===== config.mk =====
export PLATFORM = sky130hd
export DESIGN_NAME = run_sequencer
export DESIGN_NICKNAME = d
export VERILOG_FILES = /design/src/rtl/run_sequencer.sv
export SDC_FILE = /design/constraint.sdc
export NUM_CORES = 1
export LEC_CHECK = 0
export ABC_AREA = 1
export BUFFER_PORTS_ARGS = -buffer_cell sky130_fd_sc_hd__buf_2
export CORE_MARGIN = 1
export CORE_UTILIZATION = 57
export CTS_BUF_LIST = sky130_fd_sc_hd__clkbuf_8
export DETAILED_ROUTE_END_ITERATION = 10
export PLACE_DENSITY = 0.89
export SYNTH_ARGS = -nofsm -noshare
export SYNTH_HDL_FRONTEND = slang
export SYNTH_SLANG_ARGS = --single-unit

===== constraint.sdc =====
create_clock -name Clk -period 2.39 [get_ports Clk]
set_clock_uncertainty 0.15 [all_clocks]
set_input_delay 0.478 -clock Clk [delete_from_list [all_inputs] [get_ports Clk]]
set_output_delay 0.478 -clock Clk [all_outputs]
set_load 0.01 [all_outputs]

===== src/rtl/run_sequencer.sv =====
// run_sequencer
//
// Host-side run controller placed in front of the CPU top level. It accepts a
// run request carrying a program index and then drives the CPU's reset and
// start inputs. Next it counts execution cycles until the CPU raises its done
// flag. At the end it reports the cycle count, a timeout flag or a request
// error to the host.
//
// Ports
//   Clk         clock, rising edge only
//   Reset       asynchronous, active-high reset
//   Go          run request; sampled only while idle
//   ProgSel     requested program index; sampled together with Go
//   CpuAck      CPU done flag; looked at only while the CPU is running
//   CpuReset    drives the CPU reset input
//   CpuStart    drives the CPU start input; a single-cycle pulse
//   ProgIdx     program index latched at the last accepted request
//   Busy        high while the CPU is being reset, started or is running
//   Done        one-cycle completion pulse
//   TimedOut    the last run reached MAX_CYCLES without an ack
//   Error       the last request carried an out-of-range program index
//   CycleCount  number of RUN cycles with CpuAck low in the last/current run
//
// Every output comes straight from a flop. The output process computes each
// output's value for the next cycle, using the next state.

module run_sequencer #(
  parameter int NUM_PROGS  = 3,
  parameter int PROG_W     = 2,
  parameter int CYC_W      = 16,
  parameter int RST_CYCLES = 2,
  parameter int MAX_CYCLES = 16'hFFFF
) (
  input  logic              Clk,
  input  logic              Reset,
  input  logic              Go,
  input  logic [PROG_W-1:0] ProgSel,
  input  logic              CpuAck,
  output logic              CpuReset,
  output logic              CpuStart,
  output logic [PROG_W-1:0] ProgIdx,
  output logic              Busy,
  output logic              Done,
  output logic              TimedOut,
  output logic              Error,
  output logic [CYC_W-1:0]  CycleCount
);

  localparam int RC_W = (RST_CYCLES > 1) ? $clog2(RST_CYCLES) : 1;
  localparam logic [RC_W-1:0]   RST_LAST   = RC_W'(RST_CYCLES - 1);
  localparam logic [CYC_W-1:0]  CYC_MAX    = CYC_W'(MAX_CYCLES);
  localparam logic [PROG_W:0]   PROG_LIMIT = (PROG_W + 1)'(NUM_PROGS);

  typedef enum logic [2:0] {
    S_IDLE,
    S_RST,
    S_START,
    S_RUN,
    S_DONE
  } state_t;

  state_t            state_q, state_d;
  logic [RC_W-1:0]   rst_cnt_q, rst_cnt_d;

  logic              cpu_reset_d, cpu_start_d, busy_d, done_d, timed_out_d, error_d;
  logic [PROG_W-1:0] prog_idx_d;
  logic [CYC_W-1:0]  cycle_count_d;

  // The extra leading bit keeps the range check correct even when NUM_PROGS
  // equals 2**PROG_W.
  logic             accept, prog_ok, run_tick, hit_max;
  logic [CYC_W-1:0] cyc_inc;

  assign accept   = (state_q == S_IDLE) && Go;
  assign prog_ok  = {1'b0, ProgSel} < PROG_LIMIT;
  assign run_tick = (state_q == S_RUN) && !CpuAck;
  assign cyc_inc  = CycleCount + CYC_W'(1);
  // The next count is compared so that the run ends on the cycle in which the
  // count reaches MAX_CYCLES. As a result the counter never wraps.
  assign hit_max  = (cyc_inc == CYC_MAX);

  // State register, together with all registered outputs.
  // NOTE: every flop here holds control state or a host-visible output, so
  // all of them take a defined value on reset; the FSM has no storage arrays.
  always_ff @(posedge Clk or posedge Reset) begin
    if (Reset) begin
      state_q    <= S_IDLE;
      rst_cnt_q  <= '0;
      CpuReset   <= 1'b1;
      CpuStart   <= 1'b0;
      Busy       <= 1'b0;
      Done       <= 1'b0;
      TimedOut   <= 1'b0;
      Error      <= 1'b0;
      ProgIdx    <= '0;
      CycleCount <= '0;
    end else begin
      // NOTE: non-blocking assignments, so that every flop samples the
      // pre-edge values no matter what order these lines appear in.
      state_q    <= state_d;
      rst_cnt_q  <= rst_cnt_d;
      CpuReset   <= cpu_reset_d;
      CpuStart   <= cpu_start_d;
      Busy       <= busy_d;
      Done       <= done_d;
      TimedOut   <= timed_out_d;
      Error      <= error_d;
      ProgIdx    <= prog_idx_d;
      CycleCount <= cycle_count_d;
    end
  end

  // Next-state logic.
  always_comb begin
    // NOTE: defaults come first, so every path assigns every signal and no
    // latches are inferred.
    state_d   = state_q;
    rst_cnt_d = rst_cnt_q;
    unique case (state_q)
      S_IDLE: begin
        if (Go) begin
          if (prog_ok) begin
            state_d   = S_RST;
            rst_cnt_d = RST_LAST;
          end else begin
            state_d = S_DONE;
          end
        end
      end
      S_RST: begin
        if (rst_cnt_q == '0) state_d   = S_START;
        else                 rst_cnt_d = rst_cnt_q - RC_W'(1);
      end
      S_START: state_d = S_RUN;
      S_RUN: begin
        if (CpuAck || hit_max) state_d = S_DONE;
      end
      S_DONE:  state_d = S_IDLE;
      default: state_d = S_IDLE;
    endcase
  end

  // Output logic: the value each output flop takes at the next edge.
  always_comb begin
    cpu_reset_d   = (state_d == S_RST);
    cpu_start_d   = (state_d == S_START);
    busy_d        = (state_d == S_RST) || (state_d == S_START) || (state_d == S_RUN);
    done_d        = (state_d == S_DONE);
    prog_idx_d    = ProgIdx;
    cycle_count_d = CycleCount;
    timed_out_d   = TimedOut;
    error_d       = Error;
    if (accept) begin
      prog_idx_d    = ProgSel;
      cycle_count_d = '0;
      timed_out_d   = 1'b0;
      error_d       = !prog_ok;
    end else if (run_tick) begin
      cycle_count_d = cyc_inc;
      if (hit_max) timed_out_d = 1'b1;
    end
  end

endmodule

After elaboration in Yosys (flattened, before gate mapping) --
Cells that the tools add are included. W data, S select, Z words.
Storage, ports and cells: flip-flop bits (word level) 28, input bits 6, output and inout bits 24, word-level logic and storage cells 50
Cells by class: add/subtract/negate cells 2, magnitude comparators 1, equal/unequal tests 10, mux-type cells 14, reduce and logical (&&, ||, !) cells 13
Operators with widths (count):
- $mux W16 | 2
- $add A16 B1 Y16 const B | 1
- $eq A16 B16 Y1 const B | 1
- $eq A3 B2 Y1 const B | 4
- $mux W3 | 4
- $pmux W3 S4 | 1
- $eq A3 B1 Y1 const B | 2
- $mux W1 | 6
- $reduce_bool A2 Y1 | 3
- $ne A2 B2 Y1 const B | 2
- $eq A3 B3 Y1 const B | 1
- $logic_not A3 Y1 | 1
- $logic_or A1 B1 Y1 | 3
- $reduce_and A3 Y1 | 1
- $logic_and A1 B1 Y1 | 2
- $logic_not A1 Y1 | 2
- $lt A2 B2 Y1 const B | 1
- $pmux W1 S2 | 1
- $reduce_and A2 Y1 | 1
- $sub A1 B1 Y1 const B | 1

Longest topological paths before layout --
Gate-level depths: netlist of run 1.
depth after elaboration 8, gate-level depth with buffers 14, depth with buffers taken out 14

Worst setup path before layout of run 1 --
OpenSTA, ideal clock, no wires.
path type reg2reg, from reg CycleCount[0], to reg Busy, data arrival time 1603 ps, required time 2120 ps, slack 518 ps, cell stages (with the launch flop) 13, path buffers 0, period minus slack after synthesis 1872 ps, path through dfrtp_1 > ha_1 > nand2_1 > nor2_2 > nand3_2 > o21ai_2 > nand2_1 > nor2_2 > nand3_2 > nand2_2 > nand2_2 > nand2_2 > nand2_1
On the way: longest elaborated chain between the ends 8
RTL lines:
- start: declaration | RTL line 46 | output logic [CYC_W-1:0] CycleCount
- start signal: assignment | RTL line 109 | CycleCount <= cycle_count_d;
- $add A16 B1 Y16 * | RTL line 77 | assign cyc_inc = CycleCount + CYC_W'(1);
- $eq A16 B16 Y1 * | RTL line 80 | assign hit_max = (cyc_inc == CYC_MAX);
- $logic_or A1 B1 Y1 * | RTL line 136 | if (CpuAck || hit_max) state_d = S_DONE;
- $mux W3 * | RTL line 136
- $pmux W3 S4 * | RTL line 119 | unique case (state_q)
- $eq A3 B1 Y1 or $eq A3 B2 Y1 (tied branches) | RTL line 147 | busy_d = (state_d == S_RST) || (state_d == S_START) || (state_d == S_RUN);
- $logic_or A1 B1 Y1 | RTL line 147
- $logic_or A1 B1 Y1 * | RTL line 147
- named net busy_d | RTL line 65 | logic cpu_reset_d, cpu_start_d, busy_d, done_d, timed_out_d, error_d;
- end signal: assignment | RTL line 104 | Busy <= busy_d;
- end: declaration | RTL line 42 | output logic Busy,
The timed path passes the listed nets; every way through them passes the cells marked *. A chain may end at the register's enable or synchronous reset.

Worst setup path after layout of run 1 --
from reg CycleCount[0], to reg state_q[1]
On the way: longest elaborated chain between the ends 5
RTL lines:
- $add A16 B1 Y16 | RTL line 77
- $eq A16 B16 Y1 | RTL line 80
- $logic_or A1 B1 Y1 | RTL line 136
- $mux W3 | RTL line 136
- $pmux W3 S4 | RTL line 119
- named net state_d[1] | RTL line 62 | state_t state_q, state_d;
- end signal: assignment | RTL line 100 | state_q <= state_d;
- end: declaration | RTL line 62
The timed path passes the listed nets, and every way through them passes these cells.

==> results.toml, run 1 <==
[yosys]
yosys_warnings = 0
synth_cells = 207
synth.top_cell.area_share_pct = 43.6
ys_seq_elements = 28
ys_seq_area_share_pct = 45.3
synth.most_common_cell = "nand2_1"
synth.avg_cell_area_um2 = 7.49
syn_area_um2 = 1550
synth_edf_count = 0
async_flop_share_pct = 100
synthFlopType = "dfrtp_1"
ys_top_cells_by_area = "dfrtp_1 (44%), nand2_1 (18%), inv_1 (6.5%)"
yosys.area.top_type = "dfrtp_1"
synthDistinctLibCells = 21
synth_commonest_cells = "nand2_1 (73), dfrtp_1 (27), inv_1 (27)"
synth_nets = 215

[clocking]
h-tree-depth = 1
root_buffer = "clkbuf_8"
cts_buffers = 3
cts.sinks = 28
clkTransAtPathRegs_ns = 0.10
cts_tree = "yes"
ctsResizeCount = 0
postCtsSetupRepairBufs = 0
holdBufCountCts = 0
clk_latency_ns = 0.28
clk_path_buf_depth = 2

[sta]
worst_pin_slew_ns = 0.446
tns_ns = 0
fin_crit_ns = 2.11
hold_viol = 0
holdWs_ns = 0.102
rsz0062_at_grt = "no"
maxSlewViolCount = 0
fmax_ghz = 0.474
setup_viol = 0
layout_setup_ws_ns = 0.282
period_share_pct = 88.2
relSlewSlack_pct = 70.2

[pwr]
switching_power_uw = 531
p_clk_share_pct = 25.7
intPower_uw = 951
vdd_drop_max_mv = 0.742
powerDensity_nw_per_um2 = 818
p_comb_share_pct = 29.4
swShare_pct = 35.8
seq_power_share_pct = 44.9
p_leak_uw = 0.000905

[die]
start_util_pct = 61.5
core_um2 = 2520
dieWidth_um = 54.2
ios = 30
die_h_um = 54.2
rows = 18
die-area_um2 = 2930

[place]
routabilityCongestion = 0.879
pre_cts_slack_ns = 0.345
place_area_um2 = 1740
dpl.hpwl_mm = 2.57
io_buffers = 29

[cells_and_area]
syn_to_final_growth_pct = 16.8
nets = 249
fin_area_um2 = 1810
diodes = 0
n_fill_cell = 195
postLayoutCoreUtil_pct = 71.8
drive_gt1_share_pct = 25.0

[routing]
dr.pass1.iters = 4
drc = 0
wl_per_cell_um = 13.1
routed_wl_mm = 3.55
postRouteAntennaNets = 0
drtIter0Drc = 59
num_vias = 1443
via_per_inst = 5.34

[outcome]
status = "finished clean"

[critical_path]
r2r_cells = 12
slowest_stage = "dfrtp_1"
r2r-start = "CycleCount[0]"
cp_num_cells = 12
path_delay_family = "simple AND/OR/NAND/NOR gates"
critPathKind = "reg2reg"
max_stage_delay_ns = 0.45
cp-end-kind = "flip-flop"
critPathBufInv = 0
cp-startpoint = "CycleCount[0]"
critical_path.cell_chain = "ha_1 -> nand2_1 -> nor2_2 -> nand3_2 -> o21ai_2 -> nand2_1 -> nor2_2 -> nand3_2 -> nand2_2 -> nand2_2 -> nand2_2 -> nand2_1"
required_ns = 2.41
cp_max_fo = 6
crit_arrival_ns = 2.13
worstSetupStartpointType = "flip-flop"
r2r_setup_slack_ns = 0.28

[global_route]
grt.total_usage_pct = 27.6
grt_pass1_vias = 1285
antenna_found_initial = 0
grt_pass1_wl_mm = 5.62
grt_remaining_overflow = 0
grt_start_max_net_pins = 29

[run]
drv_cap = 0

[min_path]
hold_class = "in2async"
-- final timing paths --
path | to
max in group asynchronous | CpuReset
worst min-delay path | state_q[2]
min in group Clk | ProgIdx[1]
worst max register to register | state_q[1]
worst max-delay path | state_q[1]
worst min register to register | CpuStart
-- metal layers --
metal / vias up / track usage, % / wire length, um
met5: - / 0 / 0
met4: 0 / 11.5 / 43
met3: 5 / 2.54 / 221
met2: 58 / 45.3 / 1740
met1: 663 / 37.0 / 1550
li1: 717 / - / -
-- through the flow --
| step | power [uW] | std cells |
|---|---|---|
| final | 1480 | 270 |
| after floorplan | 941 | 207 |
| after global placement | 1080 | 266 |
| after global routing | 1560 | 270 |
| after detailed placement | 1110 | 266 |
| after CTS | 1480 | 270 |
-- power groups by stage --
stage          clock [uW]  sequential, uW  combinational, uW
2_1_floorplan           0             698                243
3_3_place_gp            0             664                412
3_5_place_dp            0             668                439
4_1_cts               380             665                439
5_1_grt               396             679                489
6_report              381             666                435
-- worst register-to-register path, cell delays in order, from the launching register on --
cell and delay (ns):
dfrtp_1 0.45, ha_1 0.21, nand2_1 0.10, nor2_2 0.18, nand3_2 0.14, o21ai_2 0.14, nand2_1 0.09, nor2_2 0.14
nand3_2 0.10, nand2_2 0.09, nand2_2 0.05, nand2_2 0.08, nand2_1 0.07
-- cells in the final DEF (no fill, tap or decap), types with 6 or more instances in the layout --
| cell | count |
|---|---|
| nand2_1 | 73 |
| buf_2 | 29 |
| dfrtp_1 | 27 |
| inv_1 | 27 |
| nor2_1 | 13 |
| nand3_1 | 11 |
| o21ai_0 | 11 |
| o22ai_1 | 8 |
| nand2_2 | 7 |
| nor2_2 | 6 |
-- flip-flops by register name, indices dropped and copies added (netlist names) --
name and count:
CpuStart 1, CpuReset 1, TimedOut 1, ProgIdx 2, CycleCount 16, state_q 3
rst_cnt_q 1, Busy 1, Done 1, Error 1
-- cell type report --
class                      instances  area, um2  share of cell area [%]
multi-input combinational        148        731                    40.4
sequential                        28        702                    38.8
timing repair buffer              31        160                    8.85
inverter                          29        109                    6.01
clock buffer                       3       41.3                    2.28
tap                               30       37.5                    2.07
clock inverter                     1       30.0                    1.66
-- logic make-up (layout without fill, tap and decap cells) --
kind of cell	Yosys count	count (layout)	share of synthesized area, %
compound gates	22	22	7.99
fa+ha+maj	2	2	1.61
buf+inv	31	64	7.59
flops	28	28	45.3
simple gates	124	124	37.5
Power figures use the tool's default switching activity.
==> inputs of run 2 (changes only) <==
CELL_PAD_IN_SITES_DETAIL_PLACEMENT = 1   (was default)
CELL_PAD_IN_SITES_GLOBAL_PLACEMENT = 2   (was default)
CORE_UTILIZATION = 32   (was 57)
PLACE_DENSITY = 0.88   (was 0.89)
RECOVER_POWER = 50   (was default)
==> run 2 against run 1 <==
Net effect: the flow now finishes with violations (max-capacitance violations, max-slew violations); utilization is 31 points lower; die area is 75% higher; final cell count is 8.5% higher; setup slack better by 0.029 ns; via count is 0.69% lower; sequential cell count stayed put; sequential power hardly changed; global-route usage is 9.6 points lower; critical endpoint unchanged; largest power group unchanged.
==> results.toml, run 2 (synthesized netlist as in run 1, its figures left out) <==
[die]
die-area_um2 = 5130
ios = 30
rows = 24
dieWidth_um = 71.6
start_util_pct = 34.4
core_um2 = 4500
die_h_um = 71.6

[pwr]
powerDensity_nw_per_um2 = 809
p_leak_uw = 0.000877
vdd_drop_max_mv = 0.409

[routing]
dr.pass1.iters = 4
postRouteAntennaNets = 0
drc = 0
drtIter0Drc = 48
routed_wl_mm = 4.12
num_vias = 1433
via_per_inst = 4.89
wl_per_cell_um = 14.1

[clocking]
ctsResizeCount = 0
holdBufCountCts = 0
cts.sinks = 28
root_buffer = "clkbuf_8"
clk_path_buf_depth = 2
cts_tree = "yes"
clkTransAtPathRegs_ns = 0.10
postCtsSetupRepairBufs = 0
clk_latency_ns = 0.29
h-tree-depth = 1
cts_buffers = 3

[sta]
setup_viol = 0
layout_setup_ws_ns = 0.311
holdWs_ns = 0.267
rsz0062_at_grt = "no"
fin_crit_ns = 2.08
fmax_ghz = 0.481
period_share_pct = 87.0
tns_ns = 0
worst_pin_slew_ns = 1.57
hold_viol = 0
relSlewSlack_pct = -4.42
maxSlewViolCount = 29

[cells_and_area]
reg_top3 = "CycleCount x16, state_q x3, ProgIdx x2"
largest_reg_flops = 16
postLayoutCoreUtil_pct = 40.7
drive_gt1_share_pct = 21.6
layout_common_cells = "nand2_1 (73), dfrtp_1 (27), inv_1 (27), buf_2 (21), nor2_1 (13)"
syn_to_final_growth_pct = 18.2
top_register = "CycleCount"
fin_area_um2 = 1830
diodes = 0
mostFrequentLayoutCell = "nand2_1"
nets = 250

[global_route]
grt_remaining_overflow = 0
antenna_found_initial = 0
grt.total_usage_pct = 18.0
grt_pass1_wl_mm = 7.14
grt_pass1_vias = 1484
grt_start_max_net_pins = 29

[outcome]
status = "finished, violations left"
violations = "max-capacitance violations, max-slew violations"

[place]
place_area_um2 = 1770
io_buffers = 29
dpl.hpwl_mm = 3.14
routabilityCongestion = 0.764
pre_cts_slack_ns = 0.299

[min_path]
hp-start = "ProgSel[1]"
hold_class = "in2reg"

[critical_path]
crit_arrival_ns = 2.11
cp-end-kind = "flip-flop"
slowest_stage = "dfrtp_1"
critical_path.cell_chain = "ha_1 -> nand2_1 -> nor2_2 -> nand2_1 -> nand2_1 -> nand2_1 -> nor2_1 -> nand2_1 -> nor2_2 -> nand3_2 -> nand2_2 -> nand2_2 -> nand2_2 -> nand2_1"
path_common_cell = "nand2_1"
r2r-start = "CycleCount[0]"
max_stage_delay_ns = 0.45
required_ns = 2.42
path_delay_family = "simple AND/OR/NAND/NOR gates"
cp-startpoint = "CycleCount[0]"
cp_max_fo = 6
critPathBufInv = 0
critPathKind = "reg2reg"
worstSetupStartpointType = "flip-flop"

[run]
drv_cap = 1
==> run 2: area by class of cell <==
class | instances | area, um2
Tap cell | 52 | 65.1
Inverter | 29 | 109
Sequential cell | 28 | 702
Fill cell | 591 | 2670
Clock inverter | 1 | 30.0
Timing Repair Buffer | 32 | 154
Clock buffer | 3 | 41.3
Multi-Input combinational cell | 148 | 731
==> run 2: path summary, 6_finish.rpt <==
kind / endpoint / slack, ns / depth (start not counted)
worst max-delay path: state_q[1] / 0.31 / 14
worst min-delay path: ProgIdx[1] / 0.27 / 3
worst max register to register: state_q[1] / 0.31 / 14
worst min register to register: CpuStart / 0.34 / 1
max in group asynchronous: CycleCount[13] / 0.62 / 3
min in group asynchronous: CycleCount[1] / 0.57 / 3
==> run 2: where the power goes <==
group          internal [uW]  total, uW  switching [uW]
clock                    225        389             165
sequential               582        665            82.5
combinational            140        428             287
total                    947       1480             534
==> run 2: per-stage QoR <==
stage / total power [uW] / instances
after global placement: 1110 / 289
after global routing: 1590 / 293
after CTS: 1520 / 293
final: 1480 / 293
after floorplan: 941 / 207
after detailed placement: 1130 / 289
==> run 2: metal layers <==
metal	GRT usage [%]	wire [um]	share of wire [%]
met1	24.6	2010	49
met2	29.8	1920	47
met3	2.25	127	3.1
met4	5.88	55	1.3
met5	0	0	0
==> run 2: worst register-to-register path, cell delays in order (launching register included) <==
cell and delay, ns:
dfrtp_1 0.45, ha_1 0.23, nand2_1 0.12, nor2_2 0.19, nand2_1 0.08, nand2_1 0.06, nand2_1 0.07, nor2_1 0.10
nand2_1 0.07, nor2_2 0.12, nand3_2 0.10, nand2_2 0.08, nand2_2 0.05, nand2_2 0.07, nand2_1 0.06
